==> config.mk <==
export PLATFORM = sky130hd
export DESIGN_NAME = scmi_channel_arbiter
export DESIGN_NICKNAME = d
export VERILOG_FILES = /design/src/rtl/scmi_channel_arbiter.sv
export SDC_FILE = /design/constraint.sdc
export NUM_CORES = 1
export LEC_CHECK = 0
export ABC_AREA = 0
export ABC_CLOCK_PERIOD_IN_PS = 1980
export CORE_ASPECT_RATIO = 0.6
export CORE_MARGIN = 2
export CORE_UTILIZATION = 54
export CTS_BUF_LIST = sky130_fd_sc_hd__clkbuf_4 sky130_fd_sc_hd__clkbuf_8
export DETAILED_ROUTE_END_ITERATION = 8
export GPL_TIMING_DRIVEN = 0
export PLACE_DENSITY = 0.79
export SLEW_MARGIN = 20
export SYNTH_ARGS = -nofsm -noshare
export SYNTH_HDL_FRONTEND = slang
export SYNTH_SLANG_ARGS = --single-unit
==> constraint.sdc <==
create_clock -name clk_i -period 1.98 [get_ports clk_i]
set_input_delay 0.198 -clock clk_i [delete_from_list [all_inputs] [get_ports clk_i]]
set_output_delay 0.198 -clock clk_i [all_outputs]
set_load 0.01 [all_outputs]
==> src/rtl/scmi_channel_arbiter.sv <==
// Round-robin owner arbitration for one shared SCMI mailbox channel, sequencing
// doorbell/completion toward the platform with a watchdog that frees a stuck channel.
module scmi_channel_arbiter #(
  parameter  int NUM_AGENTS     = 4,
  parameter  int TIMEOUT_CYCLES = 65535,
  localparam int ID_W           = $clog2(NUM_AGENTS)
) (
  input  logic                  clk_i,
  input  logic                  rst_i,
  input  logic [NUM_AGENTS-1:0] req_i,
  input  logic [NUM_AGENTS-1:0] done_i,
  input  logic                  completion_i,
  output logic [NUM_AGENTS-1:0] grant_o,
  output logic [ID_W-1:0]       owner_id_o,
  output logic                  doorbell_o,
  output logic [NUM_AGENTS-1:0] completion_o,
  output logic [NUM_AGENTS-1:0] timeout_o,
  output logic                  chan_free_o
);

  localparam int               CNT_W    = $clog2(TIMEOUT_CYCLES + 1);
  localparam logic [CNT_W-1:0] CNT_LAST = CNT_W'(TIMEOUT_CYCLES - 1);
  localparam logic [CNT_W-1:0] CNT_MAX  = CNT_W'(TIMEOUT_CYCLES);
  localparam logic [ID_W-1:0]  ID_LAST  = ID_W'(NUM_AGENTS - 1);

  typedef enum logic [2:0] {
    S_IDLE,
    S_GRANT,
    S_RING,
    S_WAIT,
    S_RELEASE
  } state_e;

  state_e          state_q, state_d;
  logic [ID_W-1:0] ptr_q, ptr_d;
  logic [ID_W-1:0] owner_q, owner_d;
  logic [CNT_W-1:0] cnt_q, cnt_d;
  logic            cmpl_q, cmpl_d;  // release cause: 1 = completion, 0 = watchdog

  logic            any_req;
  logic [ID_W-1:0] win_id;
  logic [ID_W-1:0] idx;
  logic [NUM_AGENTS-1:0] owner_oh;

  // First requester at or after ptr, wrapping around the agent range.
  always_comb begin
    any_req = 1'b0;
    win_id  = ptr_q;
    idx     = '0;
    for (int i = 0; i < NUM_AGENTS; i++) begin
      idx = ID_W'((int'(ptr_q) + i) % NUM_AGENTS);
      if (!any_req && req_i[idx]) begin
        any_req = 1'b1;
        win_id  = idx;
      end
    end
  end

  always_comb begin
    state_d = state_q;
    ptr_d   = ptr_q;
    owner_d = owner_q;
    cnt_d   = cnt_q;
    cmpl_d  = cmpl_q;
    unique case (state_q)
      S_IDLE: begin
        if (any_req) begin
          owner_d = win_id;
          ptr_d   = (win_id == ID_LAST) ? '0 : win_id + 1'b1;
          state_d = S_GRANT;
        end
      end
      S_GRANT: begin
        if (done_i[owner_q]) begin
          state_d = S_RING;
        end else if (!req_i[owner_q]) begin
          state_d = S_IDLE;
        end
      end
      S_RING: begin
        cnt_d   = '0;
        state_d = S_WAIT;
      end
      S_WAIT: begin
        if (cnt_q != CNT_MAX) begin
          cnt_d = cnt_q + 1'b1;
        end
        if (completion_i) begin
          cmpl_d  = 1'b1;
          state_d = S_RELEASE;
        end else if (cnt_q == CNT_LAST) begin
          cmpl_d  = 1'b0;
          state_d = S_RELEASE;
        end
      end
      S_RELEASE: state_d = S_IDLE;
      default:   state_d = S_IDLE;
    endcase
  end

  always_ff @(posedge clk_i) begin
    if (rst_i) begin
      state_q <= S_IDLE;
      ptr_q   <= '0;
      owner_q <= '0;
      cnt_q   <= '0;
      cmpl_q  <= 1'b0;
    end else begin
      state_q <= state_d;
      ptr_q   <= ptr_d;
      owner_q <= owner_d;
      cnt_q   <= cnt_d;
      cmpl_q  <= cmpl_d;
    end
  end

  always_comb begin
    owner_oh          = '0;
    owner_oh[owner_q] = 1'b1;
  end

  assign grant_o      = (state_q inside {S_GRANT, S_RING, S_WAIT}) ? owner_oh : '0;
  assign owner_id_o   = owner_q;
  assign doorbell_o   = (state_q == S_RING);
  assign completion_o = (state_q == S_RELEASE &&  cmpl_q) ? owner_oh : '0;
  assign timeout_o    = (state_q == S_RELEASE && !cmpl_q) ? owner_oh : '0;
  assign chan_free_o  = (state_q == S_IDLE);

endmodule

**Yosys cells after proc, flatten, opt, wreduce, memory -nomap -nowiden**

Index checks and enable logic that the tools add are counted.

- Logic and storage cells: 80
- Output and inout bits: 16
- Register bits: 24

- Order comparisons: 6
- Reductions and logical operators: 18
- Eq/ne operators: 11
- Mux-type cells: 35
- $add $sub $neg: 5

Operator list:

| cell | count |
|---|---|
| 16-bit one-hot mux with 2 select lines | 1 |
| 16-bit by 1-bit adder with 16-bit output, second input constant | 1 |
| 16-bit == test, second input constant | 1 |
| 16-bit two-way mux | 1 |
| 16-bit != test, second input constant | 1 |
| 2-bit by 3-bit < comparator with 1-bit output, second input constant | 5 |
| 3-bit two-way mux | 5 |
| 1-bit two-way mux | 13 |
| 1-bit binary-select mux with 2-bit select | 6 |
| 4-bit two-way mux | 3 |
| 3-bit one-hot mux with 4 select lines | 1 |
| 2-bit two-way mux | 4 |
| 3-bit by 2-bit == test with 1-bit output, second input constant | 2 |
| 1-bit logical AND | 6 |
| 3-bit != test, second input constant | 2 |
| 2-bit AND reduction | 3 |
| 2-bit by 1-bit adder with 2-bit output, second input constant | 2 |
| 2-bit adder, second input constant | 2 |
| 1-bit zero test | 4 |
| 2-bit nonzero test | 2 |
| 3-bit by 1-bit == test with 1-bit output, second input constant | 1 |
| 3-bit == test, second input constant | 1 |
| 3-bit zero test | 1 |
| 3-bit AND reduction | 1 |
| 6 further kinds | 6 |

**Longest topological paths before layout**

Gate-level depths: netlist (run 1).

- Depth in word-level cells: 14
- Depth in mapped cells: 7
- Gate-level depth less buffers: 7

**Worst setup path before layout (run 1)**

No wires, ideal clock.

- Path kind: reg-to-reg
- Start point: register state_q[1]
- End point: register cnt_q[15]
- Buffers on the path: 2
- Data required time: 1.847 ns
- Arrival: 1.519 ns
- Clock period less this slack: 1.652 ns
- Stages on the path, launching flop included: 6
- Slack: 0.328 ns
- Cells stage by stage: dfxtp_1 > buf_2 > nor3b_1 > or2_2 > buf_2 > o41ai_1

- Longest elaborated chain between the ends: 3
- Elaborated cells between the ends (all ways): 6
- Those cells by class: eq/ne: 3; mux: 1; reduce/logical: 2

RTL lines:

| item | RTL line | text |
|---|---|---|
| start: declaration | 34 | `state_e state_q, state_d;` |
| start signal: assignment | 109 | `state_q <= state_d;` |
| 3-bit by 2-bit == test with 1-bit output (*) | -- |  |
| via doorbell_o | 15 | `output logic doorbell_o,` |
| 2-bit nonzero test (no line) | -- |  |
| 2-bit AND reduction (no line) | -- |  |
| end signal: assignment | 112 | `cnt_q <= cnt_d;` |
| end: declaration | 37 | `logic [CNT_W-1:0] cnt_q, cnt_d;` |

The timed path passes the listed nets; every way through them passes the cells marked *.
A chain may end at the register's enable or synchronous reset.

**Final worst setup path (run 1)**

- Start point: register state_q[1]
- End point: output port doorbell_o

- Longest elaborated chain between the ends: 1

RTL lines:

| item | RTL line | text |
|---|---|---|
| 3-bit by 2-bit == test with 1-bit output | 124 | `assign doorbell_o = (state_q == S_RING);` |
| end: declaration | 15 |  |

No other way between the ends.

==> impl_metrics.csv, run 1 <==
group,metric,value,unit
logic_synthesis,synth.avg_cell_area,7.86,µm²
floorplanning,die-area,3260,µm²
timing,layout_min_cycle_time,1.94,ns
setup_path,crit_buf_inv,2,
timing,fmax,0.515,GHz
logic_synthesis,synthFlopType,"dfxtp_1",
routing,num_vias,1695,
final_layout,final-seq-area,483,µm²
logic_synthesis,syn_nets,207,
cts,cts_tree,"built",
final_layout,drive_above_1_share,13.0,%
logic_synthesis,syn_inst,193,
cts,cts_sinks,24,
logic_synthesis,synth_edf_count,0,
final_layout,most-common-layout-cells,"dfxtp_1 (22), nor2_1 (19), nand2_1 (18), clkdlybuf4s50_1 (14), a21oi_1 (12)",
routing,drc,2,
routing,wl_per_cell,16.9,µm
final_layout,synthToLayoutAreaGrowth,28.4,%
setup_path,r2r_cells,6,
logic_synthesis,async_flop_share,0,%
cts,path_clk_slew,0.09,ns
setup_path,crit_family,"buffers and inverters",
cts,cts_buffer_depth,2,
setup_path,crit_chain,"buf_4 -> nor3b_4 -> clkdlybuf4s50_1",
timing,fin_worst_skew,0.00624,ns
setup_path,r2r_start,"state_q[2]$_SDFFE_PP0P_",
worst_hold_path,holdCritStartpoint,"rst_i",
logic_synthesis,netlist_area,1520,µm²
power_and_ir_drop,power,1.36,mW
floorplanning,start_util,58.5,%
timing,tightest_slew,0.497,ns
setup_path,max_stage_delay,0.61,ns
floorplanning,core-area,2590,µm²
setup_path,cpMaxStageDelayCell,"clkdlybuf4s50_1",
timing,grt_setup_unrepaired,"false",
timing,final_max_slew_viol_count,0,
floorplanning,fp.dieW,72.4,µm
timing,relSlewSlack,66.5,%
routing,drt-total-wl,4320,µm
cts,cts-buffers-inserted,3,
cts,cts_root_buf,"clkbuf_8",
global_route,gr-total-overflow,0,
floorplanning,die_y,45.1,µm
setup_path,r2r_slack,0.11,ns
final_layout,mostFrequentLayoutCell,"dfxtp_1",
routing,dr.pass1.iters,7,
cts,htreeDepth,1,
floorplanning,rows,14,
cts,clk_latency,0.27,ns
logic_synthesis,synth-seq-cells,24,
timing,hold_viol_final,0,
global_route,antenna_found_initial,0,
setup_path,path_class,"flop to primary output",
timing,finalSetupViolations,0,
placement,dp_hpwl,3250,µm
worst_hold_path,holdPathEnd,"cnt_q[1]$_SDFFE_PP0P_",
global_route,grt_util_all_layers,28.0,%
timing,fin_crit_sh,98.1,%
routing,drt_iter0_drc,160,
logic_synthesis,synthDistinctLibCells,43,
final_layout,multi_input_area,1010,µm²
worst_hold_path,hold_path.class,"primary input to flop",
routing,viasPerCell,6.65,
final_layout,fill_cells,184,
timing,layout_setup_ws,0.0379,ns
worst_hold_path,whs_path_depth,3,
final_layout,nNetsFinal,238,
placement,port_buffers,25,
outcome,violations,"DRC",
setup_path,r2r-end,"cnt_q[11]$_SDFFE_PP0P_",
outcome,status,"finished with violations",
final_layout,antenna_cells,0,
setup_path,path_max_fanout,10,
global_route,grt_max_degree,15,
power_and_ir_drop,ir_drop,0.488,mV
final_layout,fin_util,75.1,%
power_and_ir_drop,powerDensity,697,nW/µm²
logic_synthesis,yosysWarnings,0,
global_route,grt_pass1_vias,1497,
logic_synthesis,yosysSeqAreaShare,31.7,%
setup_path,critPathCaptureType,"primary output",
routing,ant_nets,0,
placement,finalWeightedCongestion,0.896,
flow_run,max_cap_violations,0,
floorplanning,ioPinCount,27,
global_route,grt_pass1_wl,7070,µm
setup_path,arrival,1.74,ns
setup_path,cp-start-kind,"flop",
power_and_ir_drop,leakage,0.731,nW
placement,post-place-ws,-0.108,ns
setup_path,required,1.78,ns
==> Yosys cell counts, types with 2 or more instances <==
| master | count | area share [%] |
|---|---|---|
| nand3_1 | 8 | 2.6 |
| buf_2 | 3 | 0.99 |
| a311oi_1 | 4 | 2.3 |
| nor4_1 | 4 | 1.6 |
| o41ai_1 | 3 | 1.7 |
| a31oi_1 | 2 | 0.82 |
| or4_1 | 5 | 2.5 |
| mux2i_1 | 3 | 2.0 |
| nor3b_1 | 5 | 2.5 |
| nand3b_1 | 3 | 1.5 |
| dfxtp_1 | 24 | 32 |
| a211oi_1 | 5 | 2.5 |
| o21a_1 | 2 | 0.99 |
| o21bai_1 | 2 | 0.99 |
| nor2b_1 | 6 | 2.5 |
| o31ai_1 | 5 | 2.5 |
| o21ai_0 | 5 | 1.6 |
| inv_1 | 4 | 0.99 |
| nand4_1 | 5 | 2.1 |
| clkbuf_1 | 6 | 1.5 |
| a21oi_1 | 12 | 4.0 |
| nand2_1 | 18 | 4.5 |
| nor2_1 | 21 | 5.2 |
| ha_1 | 3 | 2.5 |
| or3_1 | 5 | 2.1 |
| o311a_1 | 2 | 1.3 |
| nor3_1 | 8 | 2.6 |
| or2_2 | 2 | 0.82 |
| nand2b_1 | 4 | 1.6 |
==> worst min-delay path, stage by stage <==
cell	delay, ns
clkbuf_1	0.20
nand2b_1	0.20
o21ai_0	0.15
==> kinds of logic (layout without fill, tap and decap cells) <==
logic type,after synthesis,count (layout),synth area share [%]
and+or+nand+nor,103,103,37.7
AOI/OAI and AO/OA,45,45,20.5
muxes,4,4,3.46
DFF,24,24,31.7
buffers and inverters,14,44,4.20
adders and majority gates,3,3,2.47
==> per-layer routing <==
layer | vias up | GRT usage, % | part of all wire [%]
met2 | 101 | 43.7 | 43
met4 | 0 | 4.44 | 1.1
met1 | 790 | 41.2 | 45
li1 | 794 | - | -
met3 | 10 | 5.80 | 10
met5 | - | 0 | 0
==> final cells by class <==
| type | instances | area share, % |
|---|---|---|
| Inverter | 4 | 0.771 |
| Buffer | 8 | 2.76 |
| Timing Repair Buffer | 28 | 14.1 |
| Clock buffer | 3 | 2.12 |
| Tap cell | 32 | 2.06 |
| Multi-Input combinational cell | 155 | 51.9 |
| Clock inverter | 1 | 1.54 |
| Sequential cell | 24 | 24.8 |
==> through the flow <==
step / setup TNS, ns / instances / cell area [µm²] / hold slack (ns)
after floorplan: 0 / 193 / 1520 / 0.379
after global placement: -0.0660 / 250 / 1810 / 0.472
after detailed placement: -0.288 / 250 / 1810 / 0.500
after CTS: -0.0311 / 253 / 1900 / 0.511
after global routing: 0 / 255 / 1950 / 0.539
final: 0 / 255 / 1950 / 0.510
==> registers in the layout (all words and copies together) (netlist names) <==
register,flops
cnt_q,16
state_q,3
owner_id_o,2
ptr_q,2
cmpl_q,1
==> where the power goes <==
part	internal, mW	switching (mW)
logic	0.173	0.187
registers	0.513	0.0472
clock network	0.271	0.167
total	0.957	0.401
==> worst max-delay path by stage <==
stage                                   to  slack (ns)  cells after the start                    start
floorplan           cnt_q[15]$_SDFFE_PP0P_        0.33                      5  state_q[1]$_SDFFE_PP0P_
global placement                grant_o[0]       -0.05                      5  state_q[0]$_SDFFE_PP0P_
detailed placement              grant_o[0]       -0.11                      5  state_q[0]$_SDFFE_PP0P_
CTS                             doorbell_o       -0.03                      3  state_q[1]$_SDFFE_PP0P_
global route                    doorbell_o       0.008                      3  state_q[1]$_SDFFE_PP0P_
finish                          doorbell_o        0.04                      3  state_q[1]$_SDFFE_PP0P_
==> what timing repair did <==
item,4_1_cts,5_1_grt
gates cloned,0,0
buffers inserted,1,2
pin swaps,0,0
setup endpoints to repair,13,10
endpoints found under the hold margin,0,0
gates resized for setup,16,9
hold buffers,0,0
No activity file was read; power rests on OpenSTA's default activity.
==> run 2: changes to the inputs <==
- ABC_CLOCK_PERIOD_IN_PS: 1980 -> 2150
- clock period: 1.98 -> 2.15 ns (I/O delays scaled with it)
==> run 2 against run 1 <==
  * Highest routed layer unchanged
  * Worst setup slack worse by 0.0014 ns
  * Non-clock buffer count decreased by 1
  * Sequential power down 11%
  * Register-to-register slack better by 0.16 ns
  * Largest cell class unchanged
  * Global-route usage is 0.15 points higher
  * The flow still finishes with violations (DRC)
  * Via count decreased by 1.0%
  * Critical path type unchanged
  * Final cell count down 0.39%
==> impl_metrics.csv, run 2 (synthesized netlist as in run 1, its figures left out) <==
group,metric,value,unit
final_layout,antenna_cells,0,
timing,finalSetupViolations,0,
cts,hold_buffers,0,
final_layout,synthToLayoutAreaGrowth,26.4,%
power_and_ir_drop,powerDensity,651,nW/µm²
setup_path,r2r_start,"cnt_q[11]$_SDFFE_PP0P_",
setup_path,r2r_slack,0.27,ns
setup_path,arrival,1.90,ns
timing,fmax,0.473,GHz
timing,hold_slack,0.520,ns
floorplanning,die_y,45.1,µm
final_layout,drive_above_1_share,9.91,%
floorplanning,start_util,58.5,%
setup_path,r2r-end,"cnt_q[6]$_SDFFE_PP0P_",
cts,htreeDepth,1,
final_layout,final_area,1920,µm²
floorplanning,die-area,3260,µm²
setup_path,path_max_fanout,10,
final_layout,top_register,"cnt_q",
cts,clk_latency,0.27,ns
global_route,grt_pass1_vias,1517,
power_and_ir_drop,ir_drop,0.451,mV
floorplanning,ioPinCount,27,
worst_hold_path,whs_path_depth,2,
cts,cts-buffers-inserted,3,
global_route,antenna_found_initial,0,
power_and_ir_drop,leakage,0.644,nW
global_route,grt_pass1_wl,7110,µm
floorplanning,fp.dieW,72.4,µm
cts,cts_root_buf,"clkbuf_8",
worst_hold_path,holdPathEnd,"cnt_q[5]$_SDFFE_PP0P_",
placement,port_buffers,25,
timing,hold_viol_final,0,
routing,drt_iter0_drc,172,
worst_hold_path,holdCritStartpoint,"cnt_q[5]$_SDFFE_PP0P_",
routing,wl_per_cell,16.9,µm
final_layout,nNetsFinal,237,
timing,setup_tns,0,ns
power_and_ir_drop,power_frac_clock,32.0,%
global_route,gr-total-overflow,0,
timing,fin_crit_sh,98.3,%
setup_path,critPathCaptureType,"primary output",
timing,relSlewSlack,52.2,%
setup_path,path_class,"flop to primary output",
power_and_ir_drop,switchingPower,0.366,mW
setup_path,r2r_cells,4,
power_and_ir_drop,seqPwrFrac,40.0,%
outcome,status,"finished with violations",
timing,tightest_slew,0.710,ns
outcome,violations,"DRC",
final_layout,multi_input_area,992,µm²
placement,dp_hpwl,3250,µm
cts,post_cts_buffers,0,
power_and_ir_drop,p_int,0.883,mW
cts,cts_tree,"built",
routing,num_vias,1678,
final_layout,largest_register_ffs,16,
setup_path,cp-start-kind,"flop",
routing,drt-total-wl,4280,µm
floorplanning,rows,14,
global_route,grt_max_degree,15,
worst_hold_path,hold_path.class,"flop to flop",
cts,cts_resized,5,
power_and_ir_drop,power.share.combinational,28.1,%
final_layout,most-common-layout-cells,"dfxtp_1 (23), clkdlybuf4s50_1 (23), nor2_1 (20), nand2_1 (18), a21oi_1 (12)",
routing,drc,1,
cts,path_clk_slew,0.09,ns
setup_path,required,1.93,ns
global_route,grt_util_all_layers,28.1,%
timing,final_max_slew_viol_count,0,
timing,layout_min_cycle_time,2.11,ns
routing,ant_nets,0,
placement,postPlaceCellArea,1810,µm²
final_layout,final-seq-area,482,µm²
cts,cts_sinks,24,
routing,dr.pass1.iters,7,
flow_run,max_cap_violations,0,
timing,fin_worst_skew,0.0100,ns
final_layout,top_regs,"cnt_q (16), state_q (3)",
floorplanning,core-area,2590,µm²
routing,viasPerCell,6.61,
timing,grt_setup_unrepaired,"false",
placement,finalWeightedCongestion,0.896,
power_and_ir_drop,swShare,29.3,%
cts,cts_buffer_depth,2,
final_layout,fill_cells,181,
## run 2: how the worst max path moves through the flow
stage                            start                endpoint  slack, ns  cells after the start
2_1_floorplan  state_q[1]$_SDFFE_PP0P_  cnt_q[15]$_SDFFE_PP0P_       0.50                      5
3_3_place_gp   state_q[0]$_SDFFE_PP0P_              grant_o[0]        0.1                      5
3_5_place_dp   state_q[0]$_SDFFE_PP0P_              grant_o[0]       0.04                      5
4_1_cts        state_q[1]$_SDFFE_PP0P_              grant_o[0]     0.0008                      5
5_1_grt        state_q[0]$_SDFFE_PP0P_              grant_o[2]     0.0008                      5
6_report       state_q[1]$_SDFFE_PP0P_         completion_o[0]       0.04                      5
## run 2: final cells by class
| type | count | share of cell area [%] |
|---|---|---|
| sequential | 24 | 25.1 |
| inverter | 4 | 0.783 |
| timing repair buffer | 25 | 13.3 |
| multi-input combinational | 155 | 51.7 |
| clock buffer | 3 | 2.15 |
| buffer | 10 | 3.26 |
| tap | 32 | 2.09 |
| clock inverter | 1 | 1.57 |
## run 2: per-layer routing
metal | GRT usage, % | share of wire, %
met2 | 43.7 | 43
met5 | 0 | 0
met4 | 5.19 | 0.79
met3 | 6.25 | 10
met1 | 41.0 | 46
## run 2: worst max-delay path, stage by stage, from the launching register on
cell	delay, ns
dfxtp_1	0.31
clkbuf_4	0.19
nor2_4	0.16
nand3_1	0.17
nor3_1	0.22
clkdlybuf4s50_1	0.58
## run 2: metrics by stage
stage	worst slack [ns]	util (%)	instances	power (mW)
finish	0.0365	74.0	254	1.25
global route	0.000798	74.0	254	1.30
CTS	0.000840	73.2	254	1.24
detailed placement	0.0448	69.7	250	0.834
global placement	0.0982	69.7	250	0.817
floorplan	0.498	-	193	0.707
## run 2: power groups by stage
| stage | Combinational, mW | Sequential [mW] | Clock [mW] |
|---|---|---|---|
| 2_1_floorplan | 0.205 | 0.502 | 0 |
| 3_3_place_gp | 0.316 | 0.501 | 0 |
| 3_5_place_dp | 0.330 | 0.504 | 0 |
| 4_1_cts | 0.339 | 0.495 | 0.403 |
| 5_1_grt | 0.385 | 0.503 | 0.415 |
| 6_report | 0.350 | 0.499 | 0.399 |
